[src/rtl/demorgan_pkg.sv]
// Shared constants and types for the De Morgan sweep controller.
// The unit's six outputs are bundled into one struct so the golden checker has a single input.
package demorgan_pkg;

    localparam logic [1:0] ST_IDLE   = 2'd0;
    localparam logic [1:0] ST_SETTLE = 2'd1;
    localparam logic [1:0] ST_CHECK  = 2'd2;
    localparam logic [1:0] ST_DONE   = 2'd3;

    localparam int NUM_VECTORS = 4;
    localparam int NUM_CHECKS  = 6;

    // Field order matches the mismatch mask bit order, MSB first.
    typedef struct packed {
        logic n_a;
        logic n_b;
        logic n_a_and_n_b;
        logic n_a_or_b;
        logic n_a_or_n_b;
        logic n_a_and_b;
    } dm_obs_t;

endpackage

[src/rtl/demorgan_golden.sv]
// Combinational golden model: compares the six observed unit outputs against
// the values expected for the current {a,b} drive.
module demorgan_golden
    import demorgan_pkg::*;
(
    input  logic                  a,
    input  logic                  b,
    input  dm_obs_t               obs,
    output logic [2:0]            mism_cnt,
    output logic [NUM_CHECKS-1:0] mism_mask
);

    logic e_nor;
    logic e_nand;

    always_comb begin
        e_nor     = ~(a | b);
        e_nand    = ~(a & b);
        mism_mask = {obs.n_a         ^ ~a,
                     obs.n_b         ^ ~b,
                     obs.n_a_and_n_b ^ e_nor,
                     obs.n_a_or_b    ^ e_nor,
                     obs.n_a_or_n_b  ^ e_nand,
                     obs.n_a_and_b   ^ e_nand};
        mism_cnt  = '0;
        for (int i = 0; i < NUM_CHECKS; i++)
            mism_cnt = mism_cnt + 3'(mism_mask[i]);
    end

endmodule

[src/rtl/demorgan_sweep_ctrl.sv]
// Drives all four {A,B} vectors into a De Morgan unit, samples its outputs after
// a settle interval and accumulates per-vector fail flags and a saturating error count.
module demorgan_sweep_ctrl
    import demorgan_pkg::*;
#(
    parameter int SETTLE_CYCLES = 1,
    parameter int CNT_W         = 5
) (
    input  logic             clk,
    input  logic             reset,
    input  logic             start,
    output logic             A,
    output logic             B,
    input  logic             nA,
    input  logic             nB,
    input  logic             nAandnB,
    input  logic             n_AorB,
    input  logic             nAornB,
    input  logic             n_AandB,
    output logic             busy,
    output logic             sample_valid,
    output logic [1:0]       sample_idx,
    output logic [3:0]       fail_vec,
    output logic [CNT_W-1:0] err_count,
    output logic             done,
    output logic             pass
);

    localparam int SC_W = (SETTLE_CYCLES > 1) ? $clog2(SETTLE_CYCLES) : 1;
    localparam logic [SC_W-1:0] SC_LAST = SC_W'(SETTLE_CYCLES - 1);
    localparam logic [CNT_W-1:0] ERR_MAX = '1;

    logic [1:0]            state;
    logic [1:0]            idx;
    logic [SC_W-1:0]       settle_cnt;
    dm_obs_t               obs;
    logic [2:0]            mism_cnt;
    logic [NUM_CHECKS-1:0] mism_mask;
    logic [CNT_W:0]        err_sum;

    assign obs = '{n_a: nA, n_b: nB, n_a_and_n_b: nAandnB,
                   n_a_or_b: n_AorB, n_a_or_n_b: nAornB, n_a_and_b: n_AandB};

    demorgan_golden u_golden (
        .a         (A),
        .b         (B),
        .obs       (obs),
        .mism_cnt  (mism_cnt),
        .mism_mask (mism_mask)
    );

    // One extra bit catches the carry so the count can clamp at all-ones.
    assign err_sum = {1'b0, err_count} + (CNT_W+1)'(mism_cnt);
    assign busy    = (state == ST_SETTLE) || (state == ST_CHECK);

    always_ff @(posedge clk or posedge reset) begin
        if (reset) begin
            state        <= ST_IDLE;
            A            <= 1'b0;
            B            <= 1'b0;
            idx          <= '0;
            settle_cnt   <= '0;
            sample_valid <= 1'b0;
            sample_idx   <= '0;
            fail_vec     <= '0;
            err_count    <= '0;
            done         <= 1'b0;
            pass         <= 1'b0;
        end else begin
            sample_valid <= 1'b0;
            done         <= 1'b0;
            case (state)
                ST_IDLE: begin
                    if (start) begin
                        idx        <= '0;
                        {A, B}     <= 2'b00;
                        settle_cnt <= '0;
                        fail_vec   <= '0;
                        err_count  <= '0;
                        pass       <= 1'b0;
                        state      <= ST_SETTLE;
                    end
                end
                ST_SETTLE: begin
                    if (settle_cnt == SC_LAST)
                        state <= ST_CHECK;
                    else
                        settle_cnt <= settle_cnt + 1'b1;
                end
                ST_CHECK: begin
                    err_count    <= err_sum[CNT_W] ? ERR_MAX : err_sum[CNT_W-1:0];
                    if (|mism_mask)
                        fail_vec[idx] <= 1'b1;
                    sample_valid <= 1'b1;
                    sample_idx   <= idx;
                    if (idx == 2'd3) begin
                        state <= ST_DONE;
                    end else begin
                        idx        <= idx + 2'd1;
                        {A, B}     <= idx + 2'd1;
                        settle_cnt <= '0;
                        state      <= ST_SETTLE;
                    end
                end
                ST_DONE: begin
                    done  <= 1'b1;
                    pass  <= (fail_vec == '0);
                    state <= ST_IDLE;
                end
                default: state <= ST_IDLE;
            endcase
        end
    end

endmodule

[config.mk]
export PLATFORM = sky130hd
export DESIGN_NAME = demorgan_sweep_ctrl
export DESIGN_NICKNAME = d
export VERILOG_FILES = /design/src/rtl/demorgan_pkg.sv /design/src/rtl/demorgan_golden.sv /design/src/rtl/demorgan_sweep_ctrl.sv
export SDC_FILE = /design/constraint.sdc
export NUM_CORES = 1
export LEC_CHECK = 0
export CAP_MARGIN = 20
export CORE_ASPECT_RATIO = 2
export CORE_MARGIN = 5
export CORE_UTILIZATION = 25
export CTS_CLUSTER_SIZE = 8
export DETAILED_ROUTE_END_ITERATION = 6
export GPL_ROUTABILITY_DRIVEN = 1
export GPL_TIMING_DRIVEN = 0
export HOLD_SLACK_MARGIN = 0.12
export MAX_ROUTING_LAYER = met4
export PLACE_DENSITY_LB_ADDON = 0.15
export RECOVER_POWER = 25
export SYNTH_ARGS = -nofsm -noshare
export SYNTH_HDL_FRONTEND = slang
export SYNTH_SLANG_ARGS = --single-unit
[constraint.sdc]
create_clock -name clk -period 9.8 [get_ports clk]
set_input_delay 1.96 -clock clk [delete_from_list [all_inputs] [get_ports clk]]
set_output_delay 1.96 -clock clk [all_outputs]
set_load 0.005 [all_outputs]
**Word level (Yosys, flattened, before mapping)**

Index checks and enable logic that the tools add are counted.

- Input bits: 9
- Register bits: 21
- Word-level logic and storage cells: 82
- Output and inout port bits: 17

- Reduce and logical (&&, ||, !) cells: 14
- $add $sub $neg: 8
- Bitwise gates (word level): 13
- Equal/unequal tests: 8
- Magnitude comparators: 2
- Multiplexer cells: 26

Operator list:

| cell | count |
|---|---|
| $add A3 B1 Y3 | 4 |
| $mux W2 | 5 |
| $mux W5 | 2 |
| $pmux W5 S2 | 1 |
| $reduce_and A3 Y1 | 3 |
| $mux W1 | 8 |
| $mux W4 | 2 |
| $pmux W2 S4 | 1 |
| $pmux W4 S2 | 1 |
| $add A5 B3 Y6 | 1 |
| $eq A2 B2 Y1 const B | 3 |
| $ne A2 B2 Y1 const B | 3 |
| $pmux W1 S2 | 3 |
| $reduce_and A2 Y1 | 3 |
| $reduce_or A6 Y1 | 1 |
| $xor A1 B1 Y1 | 6 |
| $logic_not A4 Y1 | 1 |
| $not A1 Y1 | 4 |
| $or A4 B4 Y4 | 1 |
| $pmux W2 S2 | 1 |
| $reduce_bool A2 Y1 | 2 |
| $lt A2 B3 Y1 const B | 1 |
| $pmux W1 S3 | 1 |
| $reduce_bool A3 Y1 | 1 |
| 12 further kinds | 12 |

**Logic depth before layout (Yosys ltp)**

Gate-level depths: netlist (run 1).

- Depth after elaboration: 11
- Gate-level depth with buffers: 13
- Depth with buffers taken out: 13

**Hierarchy**

A second synthesis (run 1) with hierarchy kept.

- Cell total of the unflattened synthesis: 118
- Area total of the unflattened synthesis: 1188.6 µm²

Modules (own cells, without submodules):

| module | sequential area each (µm²) | area each (µm²) | cells an instance | instances |
|---|---|---|---|---|
| demorgan_sweep_ctrl | 450.4 | 1012.2 | 98 | 1 |
| demorgan_golden | 0.0 | 176.4 | 20 | 1 |

**Least setup slack after synthesis (run 1)**

OpenSTA, ideal clock, no wires.

- Kind: input -> register
- From: input nB
- To: register err_count[0]
- Buffers on the path: 0
- Cell stages on the path: 10
- Library setup time: 126 ps
- Data required time: 9674 ps
- Arrival: 4627 ps
- Slack: 5047 ps
- Cells stage by stage: xor2_1 -> fa_1 -> fa_1 -> fa_1 -> inv_1 -> ha_1 -> a21o_1 -> a21o_1 -> and4_4 -> a221o_1

- Longest elaborated chain between the ends: 6

RTL lines:

| what | line | text |
|---|---|---|
| from (decl) | demorgan_sweep_ctrl.sv:15 | `input logic nB,` |
| $xor A1 B1 Y1 | demorgan_golden.sv:20 | `obs.n_b ^ ~b,` |
| $add A3 B1 Y3 (2 in a row) | demorgan_golden.sv:27 | `mism_cnt = mism_cnt + 3'(mism_mask[i]);` |
| $add A5 B3 Y6 | demorgan_sweep_ctrl.sv:53 | `assign err_sum = {1'b0, err_count} + (CNT_W+1)'(mism_cnt);` |
| $mux W5 | demorgan_sweep_ctrl.sv:91 | `err_count <= err_sum[CNT_W] ? ERR_MAX : err_sum[CNT_W-1:0];` |
| $pmux W5 S2 | demorgan_sweep_ctrl.sv:72 | `case (state)` |
| to (signal assigned) | demorgan_sweep_ctrl.sv:91 |  |
| to (decl) | demorgan_sweep_ctrl.sv:24 | `output logic [CNT_W-1:0] err_count,` |

No other way between the ends.
A chain may end at the register's enable or synchronous reset.

**Final worst setup path (run 1)**

- From: input nAornB
- To: register err_count[0]

- Longest elaborated chain between the ends: 9

RTL lines:

| what | line | text |
|---|---|---|
| from (decl) | demorgan_sweep_ctrl.sv:18 | `input logic nAornB,` |
| $xor A1 B1 Y1 | demorgan_golden.sv:23 | `obs.n_a_or_n_b ^ e_nand,` |
| $add A1 B1 Y2 | demorgan_golden.sv:27 |  |
| $add A3 B1 Y3 (4 in a row) | demorgan_golden.sv:27 |  |
| $add A5 B3 Y6 | demorgan_sweep_ctrl.sv:53 |  |
| $mux W5 | demorgan_sweep_ctrl.sv:91 |  |
| $pmux W5 S2 | demorgan_sweep_ctrl.sv:72 |  |

No other way between the ends.

==> results of run 1 <==
critical path, cell delays in order:
cell	delay [ps]
clkdlybuf4s50_1	580
xnor2_1	170
fa_1	460
fa_1	420
fa_1	540
inv_1	50
ha_1	270
a21o_1	200
a21o_1	220
and4_4	200
a221o_1	260
synth_stat cells (all sizes together):
cell type	instances
dfrtp	18
inv	12
ha	11
nand2	11
o21ai	8
a21oi	6
nor3	5
fa	4
xnor2	4
a21o	3
a221o	3
nor2	3
nor2b	3
a22o	2
a22oi	2
and3	2
clkbuf	2
mux2	2
nand3b	2
o211ai	2
xor2	2
a31oi	1
and2	1
and4	1
and4b	1
buf	1
mux2i	1
nand2b	1
nand4bb	1
o21a	1
o311ai	1
or3	1
stage by stage:
stage	std cells	cell area [um2]	setup WS, ps	utilization [%]
after floorplan	118	1190	5050	-
after global placement	198	1510	4410	32.8
after detailed placement	198	1510	4340	32.8
after CTS	202	1560	4610	34.0
after global routing	202	1560	4460	34.0
final	202	1560	4620	34.0
cells by family after synthesis:
logic type / count (synthesis)
adder cells (fa/ha/maj): 15
buffers and inverters: 15
flip-flops: 18
AND/OR/NAND/NOR: 32
XOR/XNOR: 6
AO/OA/AOI/OAI: 29
multiplexers: 3
worst max-delay path by stage:
stage / cells past startpoint / to / startpoint
floorplan: 10 / err_count[0]$_DFFE_PP0P_ / nB
global placement: 11 / err_count[2]$_DFFE_PP0P_ / nAornB
detailed placement: 11 / err_count[0]$_DFFE_PP0P_ / nAornB
CTS: 11 / err_count[0]$_DFFE_PP0P_ / nAornB
global route: 11 / err_count[1]$_DFFE_PP0P_ / n_AandB
finish: 11 / err_count[0]$_DFFE_PP0P_ / nAornB
cell type report:
cell class                      count  area, um2
Timing Repair Buffer               25        250
Sequential cell                    18        450
Tap cell                           55       68.8
Inverter                           12       45.0
Multi-Input combinational cell     85        676
Buffer                              3       18.8
Fill cell                         491       3030
Clock buffer                        4       55.1
registers in the layout (all words and copies together), names as in the netlist:
| register | cells |
|---|---|
| pass | 1 |
| sample_idx | 2 |
| idx | 2 |
| sample_valid | 1 |
| fail_vec | 4 |
| done | 1 |
| err_count | 5 |
| state | 2 |
routing by layer:
layer  track usage, %  vias to the layer above  share of wire [%]
met3             1.20                        6                2.5
li1                 -                      467                  -
met2             19.2                       20                 58
met1             9.84                      470                 37
met5                -                        -                  0
met4             3.40                        0                1.8
report_power, final:
group	internal [W]	switching (W)	total, W
Sequential	0.000105	0.0000304	0.000136
Combinational	0.000171	0.000156	0.000327
Clock	0.0000357	0.0000270	0.0000627
Total	0.000312	0.000214	0.000525
cell usage in the layout, fill, tap and decap left out, drive strengths merged:
master	n
a21o	3
a21oi	6
a221o	3
a22o	2
a22oi	2
a31oi	1
and2	1
and3	2
and4	1
and4b	1
buf	1
clkbuf	6
clkdlybuf4s50	23
dfrtp	18
dlygate4sd3	2
fa	4
ha	11
inv	12
mux2	2
mux2i	1
nand2	11
nand2b	1
nand3b	2
nand4bb	1
nor2	3
nor2b	3
nor3	5
o211ai	2
o21a	1
o21ai	8
o311ai	1
or3	1
xnor2	4
xor2	2
==> impl_results.md, run 1 <==
- Power, Total: between 0.0005 and 0.0006 W
- Hold path endpoint: sample_idx[1]$_DFFE_PP0P_
- FF-to-FF path depth: 12
- Final period util: 52.9%
- Seq/Total Area, Yosys: 37.9%
- Postcts setup bufs: 0
- Slew @ Worst Pin: about 730 ps
- Min Tclk post-route: just over 5000 ps
- Clk Latency, worst-skew pair: between 200 and 300 ps
- # DRC: 0
- I/O pin count: 26
- HP Class: reg2reg
- Max IR drop VDD: roughly 0.15 mV
- Synth Area in XOR/XNOR: 4.42%
- Initial DRC count: 13
- Layout cells sized above 1: between 6 and 7%
- CP startpoint kind: input pin
- Antenna violations before repair: 0
- Routed WL: roughly 2900 um
- I/O Buffers: 25
- Global-route total usage across every layer: 10.0%
- R2r setup slk: just under 6000 ps
- Synth cell types: 32
- CP Data Arrival Time: approximately 5300 ps
- Reg-to-reg critical path endpoint: err_count[0]$_DFFE_PP0P_
- Top cell type by total area after synthesis: dfrtp_1
- Share of the synthesized area in the top cell type: a little under two fifths
- PostCTS Resize Cnt: 0
- Layout Nets: approximately 170
- Largest net degree at the start of global routing: 19
- Synth Area in Adders: between 10% and 20%
- Clock Sinks: 18
- Largest cells by area after synthesis: dfrtp_1 38%, ha_1 12%, fa_1 6.7%
- Grt total ovfl: 0
- Post-synthesis mux area share: roughly 2.7%
- RSZ-0062 raised after global routing: no
- Worst R2R Start: idx[1]$_DFFE_PP0P_
- First-pass GRT wire length: about 4800 um
- Clk root buf: clkbuf_8
- ANT cells: 0
- Crit Path Class: in2reg
- Maxcap violations: 0
- H-tree depth: 1
- Die area: between 0.006 and 0.007 mm2
- Number of vias in the routed layout: 963
- Cts bufs inserted: 3
- Run status: finished, final reports clean
- GP Congestion: 0.754
- Vias in the first global route: around 1,100
- Gate Count Post-Synth: about 120
- Vias per Instance: roughly 4.8
- WP data required: ~9900 ps
- Starting Density: roughly 26%
- Setup crit end kind: register
- CTS clk-pin slew, worst paths: roughly 80 ps
- Antenna viol nets, final: 0
- CTS tree: built
- Mapped Area: approximately 0.0012 mm2
- Fraction of the mapped netlist area in simple logic gates: ~15%
- Average cell area after synthesis: 10.1 um2
- Worst clock skew: roughly 2.5 ps
- P per Cell Area: ~340 mW/mm2
- # hold bufs at CTS: 0
- Seq cells post-synth: 18
- Synth Area in Compound Gates: 16.2%
- Final hold vios: 0
- Router iterations before antenna repair: 3
- Die width: roughly 60 um
- Die height: about 110 um
- CTS max path bufs: 2
- Fmax: slightly below 200 MHz
- Largest family of logic cells by synthesized area: adder cells
- P_leak: roughly 0.7 nW
- Std-Cell Rows: 35
- WL/cell: approximately 14 um
- Net count after synthesis: ~140
- Hold Startpoint: sample_idx[1]$_DFFE_PP0P_
- Slew headroom: ~51%
- Crit-path max FO: 6
- Dpl hpwl: between 2000 and 2500 um
- Hold Slack: 510 ps
- Final number of max-transition violations: 0
- Worst hold path depth: 1
- Setup violators final: 0
- Core box area: ~0.0046 mm2
- Syn. warnings: 0
- Layout area overhead: 31.4%
- Final TNS setup: 0 ps
Note: power is estimated with default switching activity, not from simulation.
==> run 2, diff against run 1 <==
==> constraint.sdc (replaced) <==
create_clock -name clk -period 4.8 [get_ports clk]
set_input_delay 0.96 -clock clk [delete_from_list [all_inputs] [get_ports clk]]
set_output_delay 0.96 -clock clk [all_outputs]
set_load 0.005 [all_outputs]
==> results of run 2 <==
Same layout as run 1 (identical final DEF). Status: finished, final reports clean.
Main changes from that run: setup slack after placement 4340 ps -> 341 ps; setup slack after layout 4620 ps -> 618 ps; register-to-register setup slack 5870 ps -> 870 ps; total power 0.000525 W -> 0.00107 W; worst IR drop on VDD 0.152 mV -> 0.310 mV
